`config.mk`:
```
export PLATFORM = sky130hd
export DESIGN_NAME = pc_fetch_unit
export DESIGN_NICKNAME = d
export VERILOG_FILES = /design/src/rtl/pc_fetch_unit.sv
export SDC_FILE = /design/constraint.sdc
export NUM_CORES = 1
export LEC_CHECK = 0
export CORE_MARGIN = 2
export CORE_UTILIZATION = 47
export CTS_CLUSTER_SIZE = 30
export DETAILED_ROUTE_END_ITERATION = 16
export GPL_TIMING_DRIVEN = 0
export PLACE_DENSITY = 0.95
export SETUP_SLACK_MARGIN = 0.4
export SYNTH_ARGS = -nofsm -noshare
export SYNTH_HDL_FRONTEND = slang
export SYNTH_SLANG_ARGS = --single-unit
```
`constraint.sdc`:
```
create_clock -name clk -period 3.79 [get_ports clk]
set_input_delay 0.5685 -clock clk [delete_from_list [all_inputs] [get_ports clk]]
set_output_delay 0.5685 -clock clk [all_outputs]
set_load 0.02 [all_outputs]
```
`src/rtl/pc_fetch_unit.sv`:
```
// rtl/pc_fetch_unit.sv - program counter and single-outstanding instruction fetch sequencer
//
// Holds the PC. On a redirect it loads the next-PC mux output; otherwise it
// steps PC+4 after each fetched word. It keeps at most one instruction-memory
// request outstanding and passes each fetched word to decode over valid/ready.
//
// Optional feature macro: PC_MISALIGN_TRAP_EN
//   defined   : a redirect to a target that is not 4-byte aligned is ignored
//               and sets misalign_o. misalign_o stays set until the next
//               aligned redirect or rst.
//   undefined : the target's low two bits are forced to zero; misalign_o = 0.
//
// Ports
//   clk           in   1     clock, posedge
//   rst           in   1     synchronous active-high reset
//   next_pc_i     in   XLEN  redirect target
//   redirect_i    in   1     load next_pc_i into the PC
//   stall_i       in   1     hold the fetch pipeline
//   imem_req_o    out  1     instruction memory request
//   imem_addr_o   out  XLEN  fetch address (PC while requesting, else 0)
//   imem_rvalid_i in   1     memory response valid
//   imem_rdata_i  in   32    memory response word
//   if_valid_o    out  1     instruction valid toward decode
//   if_ready_i    in   1     decode accepts
//   if_instr_o    out  32    fetched instruction
//   if_pc_o       out  XLEN  PC of if_instr_o
//   misalign_o    out  1     misaligned-redirect flag

module pc_fetch_unit #(
  parameter int              XLEN     = 32,
  parameter logic [XLEN-1:0] RESET_PC = '0
) (
  input  logic            clk,
  input  logic            rst,
  input  logic [XLEN-1:0] next_pc_i,
  input  logic            redirect_i,
  input  logic            stall_i,
  output logic            imem_req_o,
  output logic [XLEN-1:0] imem_addr_o,
  input  logic            imem_rvalid_i,
  input  logic [31:0]     imem_rdata_i,
  output logic            if_valid_o,
  input  logic            if_ready_i,
  output logic [31:0]     if_instr_o,
  output logic [XLEN-1:0] if_pc_o,
  output logic            misalign_o
);

  typedef enum logic [1:0] {
    S_IDLE,
    S_FETCH,
    S_HOLD,
    S_DRAIN
  } state_t;

  state_t          state_q, state_d;
  logic [XLEN-1:0] pc_q, pc_d;
  logic            valid_q, valid_d;
  logic [31:0]     instr_q, instr_d;
  logic [XLEN-1:0] ifpc_q, ifpc_d;

  logic            take_redirect;
  logic [XLEN-1:0] redirect_pc;

  assign redirect_pc = {next_pc_i[XLEN-1:2], 2'b00};

`ifdef PC_MISALIGN_TRAP_EN
  logic misaligned;
  logic mis_q;

  assign misaligned    = |next_pc_i[1:0];
  // A misaligned target is dropped entirely: pc and state keep going as if
  // no redirect had been requested.
  assign take_redirect = redirect_i & ~misaligned;
  assign misalign_o    = mis_q;

  always_ff @(posedge clk) begin
    if (rst) begin
      mis_q <= 1'b0;
    end else if (redirect_i) begin
      mis_q <= misaligned;
    end
  end
`else
  logic unused_low_bits;

  assign unused_low_bits = ^next_pc_i[1:0];
  assign take_redirect   = redirect_i;
  assign misalign_o      = 1'b0;
`endif

  always_ff @(posedge clk) begin
    if (rst) begin
      state_q <= S_IDLE;
      pc_q    <= RESET_PC;
      valid_q <= 1'b0;
      instr_q <= '0;
      ifpc_q  <= '0;
    end else begin
      state_q <= state_d;
      pc_q    <= pc_d;
      valid_q <= valid_d;
      instr_q <= instr_d;
      ifpc_q  <= ifpc_d;
    end
  end

  always_comb begin
    state_d = state_q;
    pc_d    = pc_q;
    valid_d = valid_q;
    instr_d = instr_q;
    ifpc_d  = ifpc_q;

    case (state_q)
      S_IDLE: begin
        if (take_redirect) begin
          pc_d = redirect_pc;
        end
        if (!stall_i) begin
          state_d = S_FETCH;
        end
      end

      S_FETCH: begin
        if (take_redirect) begin
          // Without a response in this cycle the request is still in flight
          // at the memory, so its word must be swallowed in DRAIN.
          pc_d    = redirect_pc;
          state_d = imem_rvalid_i ? S_IDLE : S_DRAIN;
        end else if (imem_rvalid_i) begin
          instr_d = imem_rdata_i;
          ifpc_d  = pc_q;
          valid_d = 1'b1;
          pc_d    = pc_q + XLEN'(4);
          state_d = S_HOLD;
        end
      end

      S_HOLD: begin
        if (take_redirect) begin
          valid_d = 1'b0;
          pc_d    = redirect_pc;
          state_d = S_IDLE;
        end else if (if_ready_i && !stall_i) begin
          valid_d = 1'b0;
          state_d = S_FETCH;
        end
      end

      S_DRAIN: begin
        if (take_redirect) begin
          pc_d = redirect_pc;
        end
        if (imem_rvalid_i) begin
          state_d = S_IDLE;
        end
      end

      default: begin
        state_d = S_IDLE;
      end
    endcase
  end

  assign imem_req_o  = (state_q == S_FETCH);
  assign imem_addr_o = imem_req_o ? pc_q : '0;
  assign if_valid_o  = valid_q;
  assign if_instr_o  = instr_q;
  assign if_pc_o     = ifpc_q;

endmodule

```
* Word level (Yosys, flattened, before mapping) *
Cells that the tools add are included.
Widths: inputs -> output; s select.

cells by class
  add/subtract/negate cells = 1
  eq/ne operators = 10
  mux-type cells = 18
  bitwise logic cells = 1
  reductions and logical operators = 9

operators with widths
  cell                   number
  $mux 32                4
  $pmux 32 s2            1
  $add 32x3->32 const B  1
  $mux 2                 7
  $pmux 2 s4             1
  $reduce_and 4->1       2
  $ne 2x2->1 const B     3
  $eq 2x2->1 const B     2
  $mux 1                 4
  $ne 2x1->1 const B     2
  $ne 3x2->1 const B     1
  $ne 3x3->1 const B     1
  $reduce_and 3->1       1
  $reduce_or 3->1        1
  $eq 2x1->1 const B     1
  $logic_not 2->1        1
  $pmux 1 s2             1
  $reduce_and 2->1       1
  $reduce_bool 2->1      1
  $logic_and 1x1->1      1
  $logic_not 1->1        1
  $not 1->1              1

word-level totals
  register bits = 99
  output and inout bits = 99

* Logic depth before layout (Yosys ltp) *
  word-level depth = 5
  mapped depth = 7
  mapped depth without buffers = 5

* Worst setup path after synthesis *
Ideal clock, no wire load.

  path type = input to register
  start point = input imem_rvalid_i
  end point = register pc_q[25]
  arrival = 2.071 ns
  required time = 3.699 ns
  setup slack = 1.628 ns
  stages = 5
  buffers on the path = 1
  cell sequence = nand3b_1 or4_4 buf_6 or4_1 a311oi_1

between the ends
  word-level cells in the longest chain between the ends = 2

ends and longest elaborated chain
  item                        RTL line  source
  from (decl)                 40        input logic imem_rvalid_i,
  $ne 3x2->1 (no line)        n/a
  $reduce_and 2->1 (no line)  n/a
  to (signal assigned)        101       pc_q <= pc_d;
  to (decl)                   57        logic [XLEN-1:0] pc_q, pc_d;

No other way between the ends.
A chain may end at the register's enable or synchronous reset.

* Worst setup path in the final report *
  start point = register state_q[0]
  end point = output imem_addr_o[31]

between the ends
  word-level cells in the longest chain between the ends = 2

ends and longest elaborated chain
  item                    RTL line  source
  from (decl)             56        state_t state_q, state_d;
  from (signal assigned)  100       state_q <= state_d;
  $eq 2x1->1              166       assign imem_req_o = (state_q == S_FETCH);
  $mux 32                 167       assign imem_addr_o = imem_req_o ? pc_q : '0;
  to (decl)               39        output logic [XLEN-1:0] imem_addr_o,

No other way between the ends.

==> run summary <==
Yosys printed 0 warnings. The number of synthesized flops with an enable pin came out at 0. Clock latency on the worst-skew pair, taken at its later pin, is ~0.36 ns.

The sequential share of the synthesized area came out at between 40% and 50%. Leaving out fill and tap cells, the most frequent cell in the layout is sky130_fd_sc_hd__clkdlybuf4s50_1. The compound-gate portion of the synthesized area is 16.9%. The area of the die is between 9000 and 10000 um2. The buffer levels on the longest clock path came out at 2. In this run the count of I/O pins placed on the die edge is 169. The final period demand of the worst path is 3.01 ns. The cell accounting for the most synthesized area is sky130_fd_sc_hd__dfxtp_1. The worst setup slack after placement is ~0.70 ns.

The sum of internal, switching and leakage power came out at 2.17 mW. The worst pin sits at a relative slew slack of 42.0%. The number of register bits inferred by synthesis is 95. STA classifies the critical path startpoint as a register. The routability-driven placement congestion ratio came out at just under 0.9.

The count of antenna-violating nets left after detailed routing came out at 0. The number of antenna violations at the first check in global routing came to 0. The number of nets in the layout is 798. The area growth from synthesis to layout is 46.2%. The count of unresolved DRC violations after routing is 0. For this run, the total global-route usage over all layers was measured as between 20% and 30%.

The path class of the tightest hold or removal check is register to register. The worst-path maximum fanout came out at 10. The fraction of layout instances using a drive strength above 1 came out at 5.20%. The detailed router's first-iteration violation count came out at around 300.

The die is between 90 and 100 um tall. The buffers inserted during post-CTS setup optimization came out at 0. After technology mapping, the gate count stands at approximately 550.

The flip-flop cell with the highest count after synthesis is sky130_fd_sc_hd__dfxtp_1. After synthesis, the largest family of logic cells by area is simple AND/OR/NAND/NOR gates. The area share of fa/ha/maj cells after synthesis is 0.291%.

The TritonCTS buffer count came out at 9. The largest voltage drop on the vdd net came out at 243 uV. In this run the cell area measured after placement is roughly 6000 um2. The static leakage is 2.07 nW.

After synthesis, the cell types taking the most area are sky130_fd_sc_hd__dfxtp_1 (44%), sky130_fd_sc_hd__nand2_1 (12%), sky130_fd_sc_hd__a21oi_1 (8.0%), sky130_fd_sc_hd__and2_1 (4.2%), sky130_fd_sc_hd__clkbuf_1 (3.3%). The post-cts gate resize count came out at 0. The number of search-and-repair iterations in the first detailed-routing pass came out at 5. The total power density per cell area is around 350 nW/um2.

After routing the design area is around 6300 um2. The via count is 4673. Data on the critical path arrives at its endpoint at 2.44 ns. The wire length of the first global-routing pass came out at 22.1 mm. The sum of overflow across all layers after global routing came out at 0.

The number of distinct library cells after synthesis came out at 49. The post-CTS clock slew at the launch and capture registers of the worst setup and hold paths came out at ~0.090 ns. The cell depth of the worst min-delay path came out at 2.

The proportion of netlist area held by the largest area contributor is between 40% and 50%. In the layout the commonest cells are sky130_fd_sc_hd__clkdlybuf4s50_1 (160), sky130_fd_sc_hd__nand2_1 (136), sky130_fd_sc_hd__dfxtp_1 (95). Once layout is complete, the utilization of the core stands at just over 70%. Leaving out filler cells and counting taps, the final layout contains 839. Data on the critical path is required at its endpoint by approximately 3.2 ns. In this run the cell area of the synthesized design comes to between 4000 and 5000 um2.

The setup-violating endpoint count in the final report is 0. The hold buffer count at cts came out at 0. The number of H-tree levels came out at 3.

The floorplan row count came out at 34. The mux cell area share after synthesis came out at 0.262%. The wire length per cell after detailed routing came out at around 16 um. The wire length reported by the detailed router is ~13 mm. The tool flagged a number of max-cap violations equal to 0. The worst setup path is of the register to output pin kind.

Setup repair after global routing left no endpoint under its margin. The initial utilization of the core area, before any placement, comes to between 40% and 50%. The depth of the most critical reg-to-reg path came out at 7. Of the available clock period, the critical path in the final layout requires 79.4%. The via count of the first global-routing pass is around 4600. The placeable core region came out at about 8800 um2. The clock root buffer is sky130_fd_sc_hd__clkbuf_8. The TritonCTS clock tree is built. The area share of xor/xnor cells in the synthesized design is 2.24%. The worst hold slack is ~0.46 ns. Derived from the worst setup path, the maximum achievable clock frequency is 332 MHz.

The final count of pins violating max slew was 0. In this run the horizontal extent of the chip is roughly 100 um. Detailed placement ended at an HPWL of 10.1 mm. Clock skew on the completed layout was measured at 0.0114 ns. The pin count of the biggest net entering global routing is 16.

The slew at the pin with the worst max-slew slack came out at 0.867 ns. The total count of hold-check failures in the final report is 0. Summing the areas of all and, or, nand and nor instances in the mapped netlist gives 30.2% of the synthesized area. The fraction of registers with async set or reset after synthesis came out at 0%.

The smallest setup slack after layout is a little under 0.8 ns. Dividing the detail-routed via count by the number of cells gives around 5.6. The count of clock tree sinks is 95.

The count of placed standard cells including taps came out at about 820. 0 antenna diodes ended up in the layout. STA classifies the critical path endpoint as an output pin. The per-instance average area after synthesis came out at 7.78 um2. The flow ran to the end, and the final reports show no timing, DRC or antenna violations. Port buffering added 160 buffers. In the final timing run, aggregate negative setup slack is 0 ns.
[registers in the layout, summed over array words and instances, names as in the netlist]
signal and flops:
state_q 2, if_instr_o 32, if_valid_o 1, if_pc_o 30, pc_q 30
[path summary, 6_finish.rpt]
kind,startpoint,endpoint,slack (ns)
worst max-delay path,state_q[0]$_SDFFE_PP0P_,imem_addr_o[31],0.78
worst min-delay path,if_instr_o[17]$_SDFFE_PP0P_,if_instr_o[17]$_SDFFE_PP0P_,0.46
worst max register to register,pc_q[2]$_SDFFE_PP0P_,pc_q[22]$_SDFFE_PP0P_,1.27
worst min register to register,if_instr_o[17]$_SDFFE_PP0P_,if_instr_o[17]$_SDFFE_PP0P_,0.46
[synth_stat cells (2+ instances only)]
| cell | n |
|---|---|
| sky130_fd_sc_hd__a21oi_1 | 69 |
| sky130_fd_sc_hd__dfxtp_1 | 95 |
| sky130_fd_sc_hd__or2_2 | 2 |
| sky130_fd_sc_hd__inv_1 | 8 |
| sky130_fd_sc_hd__a311oi_1 | 15 |
| sky130_fd_sc_hd__xnor2_1 | 10 |
| sky130_fd_sc_hd__nand3_1 | 11 |
| sky130_fd_sc_hd__a211oi_1 | 12 |
| sky130_fd_sc_hd__nor4_1 | 8 |
| sky130_fd_sc_hd__or4_2 | 2 |
| sky130_fd_sc_hd__o31ai_1 | 11 |
| sky130_fd_sc_hd__buf_2 | 4 |
| sky130_fd_sc_hd__nand4_1 | 7 |
| sky130_fd_sc_hd__o21ai_0 | 6 |
| sky130_fd_sc_hd__and2_1 | 29 |
| sky130_fd_sc_hd__buf_4 | 5 |
| sky130_fd_sc_hd__clkbuf_1 | 38 |
| sky130_fd_sc_hd__nor2_1 | 32 |
| sky130_fd_sc_hd__nor3_1 | 8 |
| sky130_fd_sc_hd__nor2b_1 | 2 |
| sky130_fd_sc_hd__or4_1 | 11 |
| sky130_fd_sc_hd__nand2_1 | 136 |
| sky130_fd_sc_hd__or3_1 | 5 |
[where the power goes]
part           total, mW  internal (mW)  switching, mW
Clock              0.792          0.438          0.354
Combinational      0.307          0.152          0.155
Sequential          1.08           1.03         0.0434
Total               2.17           1.62          0.552
[cell families (layout without fill, tap and decap cells)]
family | Yosys count | after routing
buf+inv | 58 | 233
flops | 95 | 95
fa+ha+maj | 1 | 1
xor+xnor | 11 | 11
compound gates | 118 | 118
other cells | 1 | 5
mux | 1 | 1
simple gates | 267 | 267
[metal layers]
| metal | track usage, % | wire (um) | vias up | part of all wire [%] |
|---|---|---|---|---|
| met1 | 32.2 | 5270 | 2166 | 39 |
| met2 | 47.9 | 6720 | 225 | 50 |
| met3 | 8.01 | 1160 | 35 | 8.6 |
| li1 | - | - | 2247 | - |
| met4 | 8.96 | 310 | 0 | 2.3 |
| met5 | 0 | 0 | - | 0 |
[final cells by class]
class                   count  area [um2]
plain buffers              49         216
multi-input cells         403        2160
inverters                   9        33.8
well taps                 108         135
clock inverters             5         108
clock buffers              10         128
fillers                   667        2520
repair buffers            160        1600
flip-flops and latches     95        1900
[critical path, cell delays in order (launching register included)]
cell and delay, ns:
sky130_fd_sc_hd__dfxtp_1 0.31, sky130_fd_sc_hd__buf_2 0.18, sky130_fd_sc_hd__nor2b_1 0.35, sky130_fd_sc_hd__clkbuf_1 0.40
sky130_fd_sc_hd__and2_1 0.20, sky130_fd_sc_hd__clkdlybuf4s50_1 0.65
No activity file was read; power rests on OpenSTA's default activity.
